===== config.mk =====
export PLATFORM = sky130hd
export DESIGN_NAME = rcon_seq
export DESIGN_NICKNAME = d
export VERILOG_FILES = /design/src/rtl/rcon_seq.sv
export SDC_FILE = /design/constraint.sdc
export NUM_CORES = 1
export LEC_CHECK = 0
export ABC_AREA = 1
export CORE_ASPECT_RATIO = 0.5
export CORE_MARGIN = 2
export CORE_UTILIZATION = 35
export DETAILED_ROUTE_END_ITERATION = 6
export DONT_BUFFER_PORTS = 1
export SYNTH_ARGS = -nofsm -noshare
export SYNTH_HDL_FRONTEND = slang
export SYNTH_SLANG_ARGS = --single-unit

===== constraint.sdc =====
create_clock -name clk -period 1.7 [get_ports clk]
set_input_delay 0.17 -clock clk [delete_from_list [all_inputs] [get_ports clk]]
set_output_delay 0.17 -clock clk [all_outputs]
set_load 0.05 [all_outputs]

===== src/rtl/rcon_seq.sv =====
// AES round-constant engine: walks Rcon by GF(2^8) doubling and XORs it
// into one byte lane of each key-schedule word, with valid/ready on both sides.
module rcon_seq #(
   parameter int WORD_W    = 32,
   parameter int RCON_BYTE = WORD_W/8-1
) (
   input  logic              clk,
   input  logic              rst_n,
   input  logic              start,
   input  logic [1:0]        key_size,
   input  logic [WORD_W-1:0] in_word,
   input  logic              in_valid,
   output logic              in_ready,
   output logic [WORD_W-1:0] out_word,
   output logic [3:0]        out_round,
   output logic              out_valid,
   input  logic              out_ready,
   output logic              busy,
   output logic              done
);

   typedef enum logic [1:0] {IDLE, RUN, FLUSH} state_t;

   state_t            state_q, state_d;
   logic [7:0]        rcon_q, rcon_d;
   logic [3:0]        round_q, round_d;
   logic [3:0]        last_q, last_d;
   logic [WORD_W-1:0] out_word_q, out_word_d;
   logic [3:0]        out_round_q, out_round_d;
   logic              out_valid_q, out_valid_d;
   logic              done_q, done_d;
   logic [WORD_W-1:0] rcon_lane;
   logic              accept;

   function automatic logic [7:0] xtime(input logic [7:0] b);
      return {b[6:0], 1'b0} ^ (b[7] ? 8'h1b : 8'h00);
   endfunction

   assign rcon_lane = WORD_W'(rcon_q) << (8*RCON_BYTE);

   always_comb begin
      state_d     = state_q;
      rcon_d      = rcon_q;
      round_d     = round_q;
      last_d      = last_q;
      out_word_d  = out_word_q;
      out_round_d = out_round_q;
      out_valid_d = out_valid_q;
      done_d      = 1'b0;
      in_ready    = 1'b0;
      accept      = 1'b0;
      unique case (state_q)
         IDLE: begin
            if (start) begin
               case (key_size)
                  2'd1:    last_d = 4'd8;
                  2'd2:    last_d = 4'd7;
                  default: last_d = 4'd10;
               endcase
               rcon_d  = 8'h01;
               round_d = 4'd1;
               state_d = RUN;
            end
         end
         RUN: begin
            in_ready = !out_valid_q || out_ready;
            accept   = in_valid && in_ready;
            if (out_valid_q && out_ready)
               out_valid_d = 1'b0;
            // a load in the same cycle as a drain overrides the clear above
            if (accept) begin
               out_word_d  = in_word ^ rcon_lane;
               out_round_d = round_q;
               out_valid_d = 1'b1;
               rcon_d      = xtime(rcon_q);
               if (round_q == last_q)
                  state_d = FLUSH;
               else
                  round_d = round_q + 4'd1;
            end
         end
         FLUSH: begin
            if (out_valid_q && out_ready) begin
               out_valid_d = 1'b0;
               done_d      = 1'b1;
               state_d     = IDLE;
            end
         end
         default: state_d = IDLE;
      endcase
   end

   always_ff @(posedge clk) begin
      if (!rst_n) begin
         state_q     <= IDLE;
         rcon_q      <= 8'h01;
         round_q     <= 4'd1;
         last_q      <= 4'd10;
         out_word_q  <= '0;
         out_round_q <= 4'd0;
         out_valid_q <= 1'b0;
         done_q      <= 1'b0;
      end else begin
         state_q     <= state_d;
         rcon_q      <= rcon_d;
         round_q     <= round_d;
         last_q      <= last_d;
         out_word_q  <= out_word_d;
         out_round_q <= out_round_d;
         out_valid_q <= out_valid_d;
         done_q      <= done_d;
      end
   end

   assign out_word  = out_word_q;
   assign out_round = out_round_q;
   assign out_valid = out_valid_q;
   assign done      = done_q;
   assign busy      = (state_q != IDLE);

endmodule

==> out/qor.txt <==
CTS H-Tree Depth = 2
FMAX = 619 MHz
Antenna violations before repair = 0
Arr. time, crit path = 1.45 ns
Worst hold slack = 0.0137 ns
Buffers on Ports = 0
Endpoint class of the critical path = output pin
Reg-to-Reg End = out_word[20]
First-pass GRT wire length = 8340 um
Final non-filler cell total = 401
Yosys warning total = 0
# nets final = 356
Hpwl dp = 3630 um
Layout area overhead = 16.3%
Area contributors post-synth = dfxtp_1 48%, nor2_1 8.8%, o21ai_0 8.3%
Share of cells above drive strength 1 = 0.150
Setup Skew = 0.00513 ns
Number of antenna repair diodes = 0
Final wirelength = 5270 um
DR WL/cell = 13.1 um
Largest net degree at the start of global routing = 49
Number of global-route vias before repair = 1,761
Worst vdd ir = 0.583 mV
Cells after Synth = 295
Crit Path Category = reg -> out
Unrepaired setup endpoints after global routing = yes
Postcts setup bufs = 0
Root cell of the clock tree = clkbuf_16
Run status = complete, no violations
Most common cell in the synthesized netlist = dfxtp_1
Max Cap Viol = 0
Yosys reg bits = 55
Pwr/cell area = 1790 nW/um^2
Slew Viols, Final = 0
IO Pins = 79
Worst Setup SP = state_q[1]
Slew headroom = 0.502
Worst-path fanout max = 4
# DRC = 0
Design Power = 4.79 mW
CTS sink count = 55
ANT nets after route = 0
Tcrit/Tclk final = 0.951
Die W = 119 um
Fill cells = 638
Syn nets = 339
Placeable core area = 6210 sq um
Detailed Route Iter0 Violations = 62
Biggest area consumer among synthesized cells = dfxtp_1
Site Rows = 20
Proportion of netlist area held by the largest area contributor = 0.478
Synth Area per Inst = 7.81 sq um
Reg2Reg Setup Slack = 0.10 ns
CTS Buf Count = 5
Clk_lat worst skew = 0.29 ns
Register area share after synthesis = 0.478
Least-Margin Pin Slew = 0.746 ns
Post-route setup TNS = 0 ns
GR Util All Layers = 0.145
R2R depth = 7
Worst EP required = 1.53 ns
Vias per cell = 4.79
Post-synth top cells = 55 x dfxtp_1, 54 x nor2_1, 45 x nand2_1, 38 x o21ai_0, 28 x a21oi_1
Die height = 61.4 um
Worst setup SP type = register
Async SR Flop Fraction = 0
Routability Congestion = 0.839
Overflow after GRT = 0
Mapped Area = 2300 sq um
Tmin final = 1.62 ns
Effective utilization at floorplan = 0.371
HP Class = in -> reg
Reg area = 1100 sq um
DRT Pass-1 Iters = 4
Unique masters post-synth = 26
Top FF cell, synth = dfxtp_1
Final hold vios = 0
Worst-path clk slew = 0.07 ns
Final setup viols = 0
Pleak = 1.14 nW
Placed insts = 392
CTS tree = built
Multi-input gate area = 1060 sq um
Via count = 1,921
Crit path to = in_ready
Post-synth EDFFs = 0
FF-to-FF Start = state_q[1]
Max Root-Sink Buffers = 2
Die Footprint = 7290 sq um
routing by layer:
| metal | global-route usage | part of all wire | vias up |
|---|---|---|---|
| met5 | 0 | 0 | - |
| met4 | 0.0408 | 0.0080 | 0 |
| met3 | 0.0361 | 0.051 | 5 |
| met2 | 0.259 | 0.49 | 40 |
| met1 | 0.180 | 0.45 | 893 |
| li1 | - | - | 983 |
power by group:
| part | switching, mW | internal, mW |
|---|---|---|
| logic | 1.21 | 0.556 |
| clock network | 0.443 | 0.545 |
| registers | 0.493 | 1.55 |
worst min-delay path by stage:
| stage | to | slack [ns] | start | depth (start not counted) |
|---|---|---|---|---|
| 6_report | last_q[1] | 0.01 | rst_n | 1 |
| 5_1_grt | out_word[5] | 0.01 | in_word[5] | 2 |
| 4_1_cts | last_q[1] | 0.007 | rst_n | 1 |
| 3_5_place_dp | round_q[0] | 0.26 | rst_n | 1 |
| 3_3_place_gp | rcon_q[0] | 0.26 | rst_n | 1 |
| 2_1_floorplan | out_word[16] | 0.30 | in_word[16] | 2 |
cells by family after synthesis:
family                     synth area share
DFF                                   0.478
buffers and inverters                0.0684
adders and majority gates            0.0271
and+or+nand+nor                       0.229
AOI/OAI and AO/OA                     0.152
xor gates and xnor gates             0.0456
what timing repair did:
action / CTS / global route
hold endpoints to repair: 4 / 0
hold buffers: 1 / 0
endpoints found under the setup margin: 1 / 13
resized for setup: 1 / 2
flip-flops by register name, summed over array words and instances, names as in the netlist:
register	count
out_word	32
rcon_q	8
out_round	4
round_q	4
last_q	3
state_q	2
done	1
out_valid	1
layout make-up:
type | instances | area share
flip-flops and latches | 55 | 0.411
multi-input cells | 207 | 0.395
inverters | 19 | 0.0275
clock inverters | 2 | 0.00467
repair buffers | 24 | 0.0728
clock buffers | 6 | 0.0481
well taps | 88 | 0.0411
cell usage in the layout (no fill, tap or decap), types with 3 or more instances in the layout:
cell       instances
nor2_1            54
dfxtp_1           54
nand2_1           45
o21ai_0           38
a21oi_1           28
buf_4             22
inv_1             14
nand3_1           11
xnor2_1            9
clkbuf_16          5
inv_2              4
ha_1               4
nand2_2            3
xor2_1             3
metrics by stage:
stage / util / cell area [sq um] / setup slack [ns]
final: 0.432 / 2680 / 0.0839
after global routing: 0.432 / 2680 / -0.0225
after CTS: 0.430 / 2670 / 0.0294
after detailed placement: 0.405 / 2520 / 0.0463
after global placement: 0.405 / 2520 / 0.111
after floorplan: - / 2300 / 0.0192
worst max-delay path, cell delays in order (launching register included):
cell,delay [ns]
dfxtp_1,0.33
inv_1,0.13
ha_4,0.18
inv_2,0.05
buf_4,0.15
a21oi_1,0.11
buf_4,0.21
(Power assumes the default switching activity.)
==> RTL change, RTL diff (same flow settings) <==
Encoding of `state_t`: now one-hot (3 bits for 3 states).
--- a/src/rtl/rcon_seq.sv
+++ b/src/rtl/rcon_seq.sv
@@ -21,3 +21,3 @@
 
-   typedef enum logic [1:0] {IDLE, RUN, FLUSH} state_t;
+   typedef enum logic [2:0] {IDLE = 3'b001, RUN = 3'b010, FLUSH = 3'b100} state_t;
 
Behaviour: no difference found for any inputs over 10 cycles, from zero or initial values and one cycle with rst_n low; not proved beyond that.
==> RTL change against the unedited design <==
Setup slack improved by 140 ps; first-iteration DRC count up 29%; sequential cell count increased by 1; wire length down 2.4%; synthesized cell count grew 1.0%; synthesized area up 0.49%; global-route usage decreased by 0.18 points; cell area up 0.23%; critical endpoint is now out_word[23].
Power is not compared: it rests on default switching activity, and its combinational part moved more than twofold at a synthesized area within 25%.
==> RTL change: results (changes against the unedited design) <==
fin nets 350 (-1.7%); Num CTS Buffers 5 (unchanged); largest net degree at the start of global routing 41 (-16%); Area contributors post-synth dfxtp_1 48%, nor2_1 9.1%, nand2_1 7.3%; pre-CTS setup slack 191 ps (+144 ps); clock-pin slew on the worst setup and hold paths 70 ps (about the same); clock buffer depth 2 (unchanged); Worst Hold Depth 2 (+1); routed wire length 5150 µm (-2.4%); status finished clean; Synth Instances 298 (+1.0%); ys flop type dfxtp_1; post-synthesis mux area share 0 (unchanged); Netlist cell types 29 (+12%); most frequent cells after synthesis 56 x dfxtp_1, 56 x nor2_1, 45 x nand2_1, 32 x o21ai_0, 21 x a21oi_1; FF-to-FF Start state_q[0]; Max Clock Skew 6.32 ps (+1.19 ps); Worst-Skew Late Latency 290 ps (about the same); leak pwr 1.15 nW; clk root buf clkbuf_16; cell total after placement 389 (-0.77%); Async SR Flop Fraction 0 (unchanged); Syn. warnings 0 (unchanged); worst endpoint data arrival time 1710 ps (+260 ps); number of global-route vias before repair 1703 (-3.3%); Worst R2R End out_word[23]; crit-path max FO 24 (+20); register area share after synthesis 0.484 (+0.00632); r2r setup slk 220 ps (+120 ps); Reg2Reg Depth 6 (-1); H-tree depth 2 (unchanged); adder-cell area share of the yosys netlist 0.00540 (-0.0217); IO Port Bufs 0 (unchanged); number of flip-flops in the largest register 32 (unchanged); Post-Syn Nets 338 (-0.29%); DP Wirelength 3640 µm (+0.12%); Cell Count, Final, Fillers Out 399 (-0.50%); 1st-iter DRT viols 80 (+29%); Hold Path Sink out_word[13]; post-cts sizing count 0 (-1); Pre-antenna DRT Iters 6 (+2); ratio of cells with drive above 1 in the final layout 0.138 (-0.0119); post-synthesis compound-gate area fraction 0.158 (+0.00574); Slew @ Worst Pin 706 ps (-40.0 ps); GRT Resource Usage Total 0.143 (-0.00184); first-pass GRT wire length 8270 µm (-0.74%); vias 1898 (-1.2%); antenna cell count 0 (unchanged); initial antenna violation count 0 (unchanged); GPL Wtd Cong 0.809 (-3.6%); VDD IR-drop max 0.463 mV; min-delay src rst_n; Post-Synth XOR/XNOR Area 0.0454 (-0.000222); Hold Path Class input pin to flip-flop
## RTL change: changes by cell type after synthesis, sizes merged, moves of 2 or more
cell / delta
a21oi: -3
ha: -4
inv: +2
nand4: +3
## RTL change: report_power, final
group          switching, mW  internal (mW)  leakage, nW  total (mW)
Combinational          0.405          0.183        0.605       0.588
Sequential             0.151           1.40        0.453        1.55
Clock                  0.481          0.850       0.0944        1.33
## RTL change: cell families after synthesis
logic type                 count (synthesis)
adders and majority gates                  1
xor gates and xnor gates                  12
and+or+nand+nor                          125
buffers and inverters                     36
AOI/OAI and AO/OA                         68
DFF                                       56
## RTL change: layer usage
metal / vias up / share of wire / global-route usage
met1: 867 / 0.49 / 0.188
li1: 992 / - / -
met3: 2 / 0.041 / 0.0370
met4: 0 / 0.0037 / 0.0340
met2: 37 / 0.47 / 0.241
met5: - / 0 / 0
## RTL change: cell type report
type | count | area (µm²)
flip-flops and latches | 56 | 1120
inverters | 21 | 78.8
repair buffers | 20 | 155
multi-input cells | 206 | 1030
well taps | 88 | 110
fillers | 626 | 3540
clock buffers | 5 | 125
clock inverters | 3 | 68.8
## RTL change: what timing repair did
action	CTS	global route
endpoints found under the setup margin	0	0
endpoints found under the hold margin	5	0
buffers inserted	0	0
hold buffers	2	0
## RTL change: worst max path at each step
stage	start	to	slack [ps]
finish	state_q[0]	out_word[23]	220
global route	state_q[0]	out_word[17]	20
CTS	state_q[0]	out_word[12]	180
detailed placement	state_q[0]	out_word[12]	190
global placement	state_q[0]	out_word[2]	290
floorplan	out_valid	in_ready	180
## RTL change: stage by stage
stage	cell area, µm²	hold slack [ps]	util
CTS	2690	3.04	0.431
finish	2690	11.8	0.431
floorplan	2320	305	-
global placement	2470	260	0.397
detailed placement	2470	263	0.397
global route	2690	3.22	0.431
## RTL change: critical path: stages, from the launching register on
cell	delay [ps]
dfxtp_1	390
inv_2	80
nand3_4	150
nor2_4	60
inv_1	520
nor2_1	80
nor2_1	130
